[config.mk]
export PLATFORM = sky130hd
export DESIGN_NAME = shell_ctrl
export DESIGN_NICKNAME = d
export VERILOG_FILES = /design/src/rtl/tank_pkg.sv /design/src/rtl/key_match.sv /design/src/rtl/shell_ctrl.sv
export SDC_FILE = /design/constraint.sdc
export NUM_CORES = 1
export LEC_CHECK = 0
export CORE_MARGIN = 3
export CORE_UTILIZATION = 40
export DETAILED_ROUTE_END_ITERATION = 7
export PLACE_DENSITY = 0.67
export SLEW_MARGIN = 30
export SYNTH_ARGS = -nofsm -noshare
export SYNTH_HDL_FRONTEND = slang
export SYNTH_SLANG_ARGS = --single-unit
[constraint.sdc]
create_clock -name frame_clk -period 4.85 [get_ports frame_clk]
set_input_delay 0.97 -clock frame_clk [delete_from_list [all_inputs] [get_ports frame_clk]]
set_output_delay 0.97 -clock frame_clk [all_outputs]
set_load 0.05 [all_outputs]
[src/rtl/tank_pkg.sv]
// Shared types and constants for the tank game logic.
// Imported by shell_ctrl and key_match.
package tank_pkg;

  typedef enum logic [1:0] {
    DIR_UP,
    DIR_RIGHT,
    DIR_DOWN,
    DIR_LEFT
  } dir_t;

  typedef enum logic [1:0] {
    IDLE,
    FLY,
    HIT,
    COOL
  } shell_state_t;

  localparam logic [7:0] KEY_SPACE = 8'h2C;
  localparam logic [7:0] KEY_ENTER = 8'h28;

endpackage

[src/rtl/key_match.sv]
// Four-slot USB keycode compare with a registered rising-edge detect.
// Shared by the shell and tank movement logic.
module key_match
  import tank_pkg::*;
#(
  parameter logic [7:0] KEY = KEY_SPACE
) (
  input  logic        clk,
  input  logic        rst_n,
  input  logic [31:0] keycode,
  output logic        rise
);

  logic pressed;
  logic prev;

  assign pressed = (keycode[31:24] == KEY)
                || (keycode[23:16] == KEY)
                || (keycode[15:8]  == KEY)
                || (keycode[7:0]   == KEY);

  always_ff @(posedge clk or negedge rst_n) begin
    if (!rst_n) begin
      prev <= 1'b0;
    end else begin
      prev <= pressed;
    end
  end

  assign rise = pressed & ~prev;

endmodule

[src/rtl/shell_ctrl.sv]
// Per-tank shell launcher, flight stepper and hit detector.
// Optional SHELL_POWERUP_EN adds a latched double-speed powerup.
module shell_ctrl
  import tank_pkg::*;
#(
  parameter logic [7:0] FIRE_KEY    = KEY_SPACE,
  parameter int         SHELL_SPEED = 4,
  parameter int         TANK_HALF   = 8,
  parameter int         SCREEN_W    = 640,
  parameter int         SCREEN_H    = 480,
  parameter int         COOLDOWN    = 30
) (
  input  logic        frame_clk,
  input  logic        Reset,
  input  logic [31:0] keycode,
  input  logic        game_over,
  input  logic [9:0]  tank_x,
  input  logic [9:0]  tank_y,
  input  logic [1:0]  tank_dir,
  input  logic [9:0]  target_x,
  input  logic [9:0]  target_y,
`ifdef SHELL_POWERUP_EN
  input  logic        tank_powerup,
`endif
  output logic [9:0]  shell_x,
  output logic [9:0]  shell_y,
  output logic        shell_active,
  output logic        shot_hit,
  output logic        ready
);

  localparam int CW =
    (COOLDOWN > 1) ? $clog2(COOLDOWN) : 1;
  localparam logic [CW-1:0] CD_FULL =
    CW'(COOLDOWN - 1);
  localparam logic signed [10:0] X_LIM =
    11'(SCREEN_W);
  localparam logic signed [10:0] Y_LIM =
    11'(SCREEN_H);
  localparam logic signed [11:0] HALF =
    12'(TANK_HALF);

  shell_state_t       state;
  dir_t               dir_q;
  logic [CW-1:0]      cnt;
  logic [CW-1:0]      cd_load;
  logic               fire_edge;
  logic signed [10:0] spd;
  logic signed [10:0] sx, sy;
  logic signed [10:0] nx, ny;
  logic signed [11:0] dx, dy;
  logic signed [11:0] adx, ady;
  logic               oob;
  logic               hit;

  key_match #(
    .KEY (FIRE_KEY)
  ) u_fire (
    .clk     (frame_clk),
    .rst_n   (Reset),
    .keycode (keycode),
    .rise    (fire_edge)
  );

`ifdef SHELL_POWERUP_EN
  localparam int CD_HALF_N =
    (COOLDOWN / 2 > 1) ? COOLDOWN / 2 : 1;
  localparam logic [CW-1:0] CD_HALF =
    CW'(CD_HALF_N - 1);

  logic pw_q;

  assign spd = pw_q ? 11'(2 * SHELL_SPEED)
                    : 11'(SHELL_SPEED);
  assign cd_load = pw_q ? CD_HALF : CD_FULL;
`else
  assign spd     = 11'(SHELL_SPEED);
  assign cd_load = CD_FULL;
`endif

  assign sx = {1'b0, shell_x};
  assign sy = {1'b0, shell_y};

  // Screen y grows downward, so "up" subtracts.
  always_comb begin
    nx = sx;
    ny = sy;
    unique case (dir_q)
      DIR_UP:    ny = sy - spd;
      DIR_RIGHT: nx = sx + spd;
      DIR_DOWN:  ny = sy + spd;
      DIR_LEFT:  nx = sx - spd;
    endcase
  end

  assign oob = nx[10] | ny[10]
             | (nx >= X_LIM)
             | (ny >= Y_LIM);

  // One extra bit keeps the difference from wrapping.
  assign dx  = {nx[10], nx} - {2'b00, target_x};
  assign dy  = {ny[10], ny} - {2'b00, target_y};
  assign adx = dx[11] ? -dx : dx;
  assign ady = dy[11] ? -dy : dy;
  assign hit = (adx <= HALF) && (ady <= HALF);

  assign ready = (state == IDLE) && !game_over;

  always_ff @(posedge frame_clk or negedge Reset) begin
    if (!Reset) begin
      state        <= IDLE;
      dir_q        <= DIR_UP;
      cnt          <= '0;
      shell_x      <= '0;
      shell_y      <= '0;
      shell_active <= 1'b0;
      shot_hit     <= 1'b0;
`ifdef SHELL_POWERUP_EN
      pw_q         <= 1'b0;
`endif
    end else if (game_over) begin
      state        <= IDLE;
      shell_active <= 1'b0;
      shot_hit     <= 1'b0;
    end else begin
      shot_hit <= 1'b0;
      unique case (state)
        IDLE: begin
          if (fire_edge) begin
            state        <= FLY;
            dir_q        <= dir_t'(tank_dir);
            shell_x      <= tank_x;
            shell_y      <= tank_y;
            shell_active <= 1'b1;
`ifdef SHELL_POWERUP_EN
            pw_q         <= tank_powerup;
`endif
          end
        end
        FLY: begin
          if (oob) begin
            state        <= COOL;
            shell_active <= 1'b0;
            cnt          <= cd_load;
          end else if (hit) begin
            state        <= HIT;
            shell_active <= 1'b0;
            shot_hit     <= 1'b1;
            shell_x      <= nx[9:0];
            shell_y      <= ny[9:0];
          end else begin
            shell_x <= nx[9:0];
            shell_y <= ny[9:0];
          end
        end
        HIT: begin
          state <= COOL;
          cnt   <= cd_load;
        end
        COOL: begin
          if (cnt == '0) begin
            state <= IDLE;
          end else begin
            cnt <= cnt - CW'(1);
          end
        end
      endcase
    end
  end

endmodule

==> results by group, run 1 <==
Power
  • Share of total power in the clock network: 5.9%
  • Pleak: 2.44 nW
  • Sequential Power Share: 10.1%
  • Worst vdd rail ir drop: 0.332 mV
  • Net switching power of the design: roughly 2.6 mW
  • Switching Fraction: 53.8%
  • Power Internal: roughly 2.2 mW
  • Combinational Power Share: 84.0%
  • Total power density per cell area: 809 nW/um^2

Clocking
  • Clock insertion delay at the later pin of the skew report: 0.30 ns
  • Clock tree from TritonCTS: built
  • Clock Sinks: 32
  • H-Tree Depth: 2
  • Clock-pin transition on the worst setup and hold timing paths: 0.08 ns
  • Number of buffers added by the clock tree synthesis step: 5
  • Hold-fix buffers at CTS: 0
  • Cell at the root of the clock tree: clkbuf_8
  • Clock Tree Buf Depth: 2

Synthesis
  • Cell count after synthesis: roughly 540
  • Cell Area, Synth: 4340 sq um
  • Number of flops mapped to enable cells by yosys: 0
  • Asr flop ratio synth: 100%
  • Flop and latch count out of synthesis: 32
  • Mean area per synthesized cell: 8.00 sq um
  • Synthesis warning total: 0
  • Most instantiated flip-flop cell in the synthesis netlist: dfrtp_1
  • Synth unique cells: 99
  • Sequential-to-total area share from yosys stat: 18.4%
  • Post-synthesis net count: 658

Timing
  • Slack of the critical path: around 0.20 ns
  • Number of slew-limit violations in the final report: 0
  • Fin. Hold Viols: 0
  • Max Clock Skew: 0.00504 ns
  • Final period demand of the worst path: 4.65 ns
  • Tcrit/Tclk final: ~96%
  • Timing-limited maximum frequency: 215 MHz
  • Remaining max-slew budget at the tightest pin: 57.6%
  • Finish-stage setup viols: 0
  • Transition at the pin with the smallest max-transition slack: 0.634 ns
  • Setup TNS Final: 0 ns
  • Unrepaired setup endpoints after global routing: true

Critical path
  • Category of the critical setup timing path: reg2reg
  • Critical Path Fanout Max: 6
  • Crit-path max cell delay: slightly below 0.5 ns
  • Startpoint class of the critical path: flip-flop
  • Buffering stage count on the worst path with inverters included: 1
  • Worst EP required: 5.04 ns
  • Crit path DAT: 4.84 ns
  • Gate family responsible for the most delay along the worst path: compound AO/OA/AOI/OAI gates
  • Capturing element type of the critical path: flip-flop
  • Cells along the critical path: nand2_2 -> xnor2_1 -> ha_2 -> o311a_1 -> o21ai_2 -> xnor2_1 -> nand2_1 -> xnor2_2 -> ha_4 -> buf_4 -> o211a_1 -> a211oi_2 -> a211o_1 -> and2_1 -> xnor2_2 -> or4b_1 -> o31ai_2 -> nand4_2 -> a22oi_2 -> o21ai_2 -> a2bb2oi_1
  • Crit path max-delay cell type: or4b_1

Floorplanning
  • Core area: 10,500 sq um
  • Die height: 110 um
  • Initial core utilization: 41.5%
  • Area of the die: 12,100 sq um
  • I/O pin count: 100
  • Standard-cell row count: 37
  • Die boundary width: 110 um

Placement
  • Worst Setup Slack post-DPL: about 0.077 ns
  • GP Congestion: around 0.89
  • Number of I/O port buffers: 99
  • DP Wirelength: roughly 10,000 um

Global routing
  • Number of antenna violations at the first check in global routing: 0
  • Via count of the first global-routing pass: 4,452
  • Maximum number of pins on one net before global-route repair: 33
  • Total routing usage reported by global routing: 20.8%
  • Overflow left after global routing: 0
  • First-pass GRT wire length: between 20,000 and 25,000 um

Route
  • Final routed DRC violation total: 0
  • TritonRoute pass-1 iters: 5
  • Vias per inst: 5.81
  • Wire length per cell: 16.1 um
  • Post-detailed-routing wire length: between 10,000 and 15,000 um
  • Number of nets with antenna violations after detailed routing: 0
  • Detailed router's first-iteration violation count: 246
  • Number of vias in the routed layout: about 4,600

Status
  • Outcome: finished clean

Cells and area
  • Layout overhead on the synthesized area: 35.9%
  • Ant diodes: 0
  • Fraction of layout instances using a drive strength above 1: 14.4%
  • Count of fill cells added during filler insertion: 996
  • Nets: between 700 and 800

Job
  • Max-capacitance violation count: 0

Min path
  • Path class of the lowest-slack min-delay path: reg2reg
==> metal layers <==
layer / vias up / GRT usage (%) / part of all wire, %
met5: - / 0 / 0
met4: 0 / 5.98 / 1.7
met3: 19 / 3.61 / 6.6
met2: 155 / 36.0 / 47
met1: 2178 / 26.6 / 44
li1: 2262 / - / -
==> area by class of cell <==
| class | count | area (sq um) | area share (%) |
|---|---|---|---|
| Clock inverter | 3 | 46.3 | 0.784 |
| Timing Repair Buffer | 124 | 1180 | 20.0 |
| Multi-Input combinational cell | 453 | 3480 | 59.0 |
| Clock buffer | 5 | 68.8 | 1.17 |
| Tap cell | 136 | 170 | 2.88 |
| Inverter | 41 | 154 | 2.61 |
| Sequential cell | 32 | 801 | 13.6 |
==> synth_stat cells, types with 3 or more instances <==
cell type / count / area share, %
o21a_1: 5 / 0.86
o211ai_1: 3 / 0.52
or3_1: 3 / 0.43
a211o_1: 5 / 1.0
inv_1: 41 / 3.5
nand3_1: 24 / 2.8
xnor2_1: 16 / 3.2
fa_1: 3 / 1.4
xor2_1: 12 / 2.4
a21o_1: 11 / 1.9
o21ai_0: 34 / 3.9
a2111oi_0: 4 / 0.81
nand3b_1: 4 / 0.69
nor3b_1: 6 / 1.0
or2_0: 3 / 0.43
o21ai_1: 4 / 0.46
nand2_1: 44 / 3.8
nor2b_1: 10 / 1.4
nand2b_1: 8 / 1.2
o22a_1: 3 / 0.60
ha_1: 35 / 10
dfrtp_1: 32 / 18
o32ai_1: 3 / 0.60
mux2i_1: 18 / 4.1
o2111ai_1: 4 / 0.81
nand4b_1: 4 / 0.81
nand4_1: 10 / 1.4
a21oi_1: 31 / 3.6
clkbuf_1: 11 / 0.95
nor2_1: 38 / 3.3
nor4_1: 3 / 0.43
nor4b_1: 6 / 1.2
a211oi_1: 6 / 1.0
mux2_2: 4 / 1.0
nor3_1: 8 / 0.92
==> power groups by stage <==
stage / sequential [mW] / clock [mW] / combinational (mW)
after floorplan: 0.690 / 0 / 2.59
after global placement: 0.479 / 0 / 3.67
after detailed placement: 0.483 / 0 / 3.73
after CTS: 0.478 / 0.286 / 3.75
after global routing: 0.499 / 0.296 / 4.37
final: 0.482 / 0.280 / 4.01
==> through the flow <==
step	std cells	power, mW	area (sq um)	hold WS, ns	utilization, %
floorplan	543	3.28	4350	0.509	-
global placement	778	4.15	5550	0.526	53.1
CTS	786	4.52	5670	0.551	54.2
detailed placement	778	4.22	5550	0.532	53.1
global route	794	5.17	5900	0.565	56.4
finish	794	4.77	5900	0.550	56.4
==> worst reg2reg max path, stage by stage (launching register included) <==
cell and delay, ns:
dfrtp_1 0.41, nand2_2 0.09, xnor2_1 0.13, ha_2 0.19
o311a_1 0.36, o21ai_2 0.20, xnor2_1 0.13, nand2_1 0.10
xnor2_2 0.22, ha_4 0.24, buf_4 0.15, o211a_1 0.13
a211oi_2 0.29, a211o_1 0.17, and2_1 0.22, xnor2_2 0.15
or4b_1 0.49, o31ai_2 0.10, nand4_2 0.14, a22oi_2 0.35
o21ai_2 0.11, a2bb2oi_1 0.15
==> kinds of logic after synthesis <==
group                      count (synthesis)  synth area share [%]
and+or+nand+nor                          204                  26.7
muxes                                     22                  5.18
AOI/OAI and AO/OA                        161                  27.1
adders and majority gates                 38                  11.5
buffers and inverters                     58                  5.47
DFF                                       32                  18.4
xor gates and xnor gates                  28                  5.65
==> flip-flops by register name (all words and copies together) (netlist names) <==
signal	flops
cnt	5
shell_x	10
shell_active	1
shell_y	10
dir_q	2
shot_hit	1
state	2
u_fire.prev	1
==> timing repair <==
item,in CTS,in global routing
buffers inserted,0,8
gates resized for setup,0,34
endpoints found under the setup margin,0,4
==> final timing paths <==
path	start	endpoint	slack, ns	cells past startpoint
min in group asynchronous	Reset	cnt[3]$_DFFE_PN0P_	1.08	2
max in group asynchronous	Reset	shell_y[7]$_DFFE_PN0P_	3.45	2
setup reg to reg	dir_q[0]$_DFFE_PN0P_	state[0]$_DFFE_PN0P_	0.20	21
hold / removal	cnt[0]$_DFFE_PN0P_	cnt[0]$_DFFE_PN0P_	0.55	1
setup / recovery	dir_q[0]$_DFFE_PN0P_	state[0]$_DFFE_PN0P_	0.20	21
hold reg to reg	cnt[0]$_DFFE_PN0P_	cnt[0]$_DFFE_PN0P_	0.55	1
==> placed cells by master, fill, tap and decap left out, types with 5 or more instances in the layout <==
cell type,netlist,final
clkdlybuf4s50_1,0,99
nand2_1,44,43
inv_1,41,41
nor2_1,38,38
o21ai_0,34,32
dfrtp_1,32,32
ha_1,35,29
a21oi_1,31,28
buf_4,0,25
nand3_1,24,24
mux2i_1,18,17
xnor2_1,16,14
a21o_1,11,11
nor2b_1,10,10
xor2_1,12,10
nand4_1,10,10
nand2b_1,8,7
nor3_1,8,7
nor3b_1,6,6
nor4b_1,6,6
a211o_1,5,5
o21ai_1,4,5
a211oi_1,6,5
o21a_1,5,5
clkbuf_8,1,5
Note: power is estimated with default switching activity, not from simulation.
==> run 2: changes to the inputs <==
CORE_ASPECT_RATIO = 0.6   (was not set)
==> results by group, run 2 (same netlist as run 1, synthesis figures left out) <==
Timing
  • Number of slew-limit violations in the final report: 0 (unchanged)
  • Fin. Hold Viols: 0 (unchanged)
  • Setup TNS Final: 0 ns (unchanged)
  • Max Clock Skew: 0.00698 ns (+0.00194 ns)
  • Transition at the pin with the smallest max-transition slack: 0.519 ns (-0.115 ns)
  • Remaining max-slew budget at the tightest pin: 64.4% (+6.8 points)
  • Final period demand of the worst path: 4.59 ns (-0.0657 ns)
  • Timing-limited maximum frequency: 218 MHz (+1.4%)
  • Finish-stage setup viols: 0 (unchanged)
  • Tcrit/Tclk final: 94.6% (-1.4 points)

Placement
  • DP Wirelength: 10,800 um (+7.7%)
  • GP Congestion: 0.844 (-4.8%)
  • Number of I/O port buffers: 99 (unchanged)

Cells and area
  • Top library cells by usage in the layout, fill and taps aside: clkdlybuf4s50_1 (99), nand2_1 (44), inv_1 (41)
  • Fraction of layout instances using a drive strength above 1: 15.1% (+0.61 points)
  • Count of fill cells added during filler insertion: 900 (-9.6%)
  • Most frequent standard cell in the layout excluding fill and tap cells: clkdlybuf4s50_1
  • Layout overhead on the synthesized area: 38.3%
  • Core utilization of the finished layout: 58.7% (+2.3 points)
  • Nets: 785 (+1.7%)
  • Ant diodes: 0 (unchanged)
  • Largest registers ranked by flip-flop count: shell_x: 10 flops, shell_y: 10 flops, cnt: 5 flops

Power
  • Power, Total: 5.08 mW (+6.5%)
  • Pleak: 2.53 nW (+3.4%)
  • Worst vdd rail ir drop: 0.410 mV (+24%)
  • Total power density per cell area: 846 nW/um^2 (+4.6%)

Global routing
  • Met1 layer usage reported by global route: 33.1% (+6.5 points)
  • Number of antenna violations at the first check in global routing: 0 (unchanged)
  • Overflow left after global routing: 0 (unchanged)
  • Via count of the first global-routing pass: 4,415 (-0.83%)
  • GR Layer Usage met3: 4.63% (+1.0 points)
  • First-pass GRT wire length: 22,200 um (+9.2%)
  • Global routing usage on met2: 33.0% (-3.1 points)
  • Maximum number of pins on one net before global-route repair: 33 (unchanged)
  • Layer with the highest usage after global routing: met1
  • Total routing usage reported by global routing: 22.2% (+1.4 points)

Route
  • Number of vias in the routed layout: 4,657 (+0.93%)
  • Number of nets with antenna violations after detailed routing: 0 (unchanged)
  • Detailed router's first-iteration violation count: 327 (+33%)
  • Final routed DRC violation total: 0 (unchanged)
  • TritonRoute pass-1 iters: 5 (unchanged)
  • Wire length per cell: 16.7 um (+4.0%)
  • Post-detailed-routing wire length: 13,500 um (+5.5%)
  • Vias per inst: 5.78 (-0.57%)

Floorplanning
  • Initial core utilization: 42.5% (+0.94 points)
  • Die boundary width: 141 um (+28%)
  • Die height: 86.7 um (-21%)
  • Standard-cell row count: 28 (-24%)
  • I/O pin count: 100 (unchanged)
  • Area of the die: 12,200 sq um (+0.34%)
  • Core area: 10,200 sq um (-2.2%)

Clocking
  • Clock-pin transition on the worst setup and hold timing paths: 0.06 ns (-0.02 ns)
  • Clock insertion delay at the later pin of the skew report: 0.29 ns (about the same)
  • Cell at the root of the clock tree: clkbuf_16
  • Clock tree from TritonCTS: built
  • H-Tree Depth: 2 (unchanged)
  • Number of buffers added by the clock tree synthesis step: 5 (unchanged)
  • Clock Tree Buf Depth: 2 (unchanged)
  • Hold-fix buffers at CTS: 0 (unchanged)
  • Clock Sinks: 32 (unchanged)

Critical path
  • Worst setup path startpoint: dir_q[1]$_DFFE_PN0P_
  • Capturing element type of the critical path: flip-flop
  • Category of the critical setup timing path: reg2reg
  • Register-to-Register Path Depth: 21 (unchanged)
  • Crit path DAT: 4.80 ns (-0.04 ns)
  • Worst EP required: 5.06 ns (+0.02 ns)
  • Reg2reg start: dir_q[1]$_DFFE_PN0P_
  • Flop-to-flop setup slack: 0.26 ns (+0.07 ns)
  • Critical Path Fanout Max: 9 (+3)
  • Crit Reg-Reg Endpoint: state[0]$_DFFE_PN0P_
  • Startpoint class of the critical path: flip-flop

Status
  • Outcome: finished clean

Min path
  • Worst hold path endpoint: shell_y[8]$_DFFE_PN0P_
  • Hold-critical path depth: 2 (+1)
  • Launch instance of the worst min-delay path: shell_y[8]$_DFFE_PN0P_
  • Path class of the lowest-slack min-delay path: reg2reg

Job
  • Max-capacitance violation count: 0 (unchanged)
-- run 2: critical path: stages (launching register included) --
cell and delay [ns]:
dfrtp_2 0.42, nand2_1 0.12, xnor2_1 0.15, ha_1 0.22
o311a_1 0.33, o21ai_2 0.17, mux2i_1 0.20, nand2_1 0.10
xor2_2 0.19, inv_1 0.07, ha_2 0.40, nand3_1 0.11
a211o_1 0.29, a21boi_4 0.28, nand2b_1 0.16, xnor2_1 0.07
a222oi_1 0.45, nand4_2 0.15, a22oi_2 0.17, buf_4 0.17
o221ai_2 0.09, a2bb2oi_1 0.18
-- run 2: stage by stage --
step | setup slack, ns | cell area, sq um | instances | hold WS, ns
final | 0.263 | 6010 | 806 | 0.555
after CTS | 0.0000719 | 5850 | 803 | 0.556
after detailed placement | 0.0454 | 5690 | 795 | 0.537
after floorplan | 0.0693 | 4350 | 543 | 0.509
after global placement | 0.0833 | 5690 | 795 | 0.525
after global routing | -0.00224 | 6010 | 806 | 0.593
-- run 2: how the worst max path moves through the flow --
stage / to / slack [ns] / cells after the start
after global routing: state[0]$_DFFE_PN0P_ / -0.002 / 21
final: state[0]$_DFFE_PN0P_ / 0.26 / 21
after global placement: state[0]$_DFFE_PN0P_ / 0.08 / 22
after CTS: state[0]$_DFFE_PN0P_ / 0.00007 / 22
after detailed placement: state[0]$_DFFE_PN0P_ / 0.05 / 22
after floorplan: state[0]$_DFFE_PN0P_ / 0.07 / 23
-- run 2: power breakdown --
group / internal (mW) / total (mW) / switching [mW]
clock: 0.241 / 0.374 / 0.133
sequential: 0.358 / 0.471 / 0.114
combinational: 1.84 / 4.24 / 2.39
total: 2.44 / 5.08 / 2.64
-- run 2: metal layers --
layer	vias up	part of all wire, %
li1	2288	-
met1	2207	51
met2	149	42
met3	13	6.4
met4	0	1.0
met5	-	0
-- run 2: timing repair --
action	in CTS	in global routing
resized for setup	0	26
endpoints found under the setup margin	0	4
setup buffers	0	3
-- run 2: cell type report --
class	count	area, sq um	area share [%]
Multi-Input combinational cell	453	3440	57.2
Tap cell	135	169	2.81
Timing Repair Buffer	137	1280	21.2
Inverter	41	154	2.56
Sequential cell	32	802	13.4
Clock buffer	5	125	2.08
Clock inverter	3	42.5	0.708
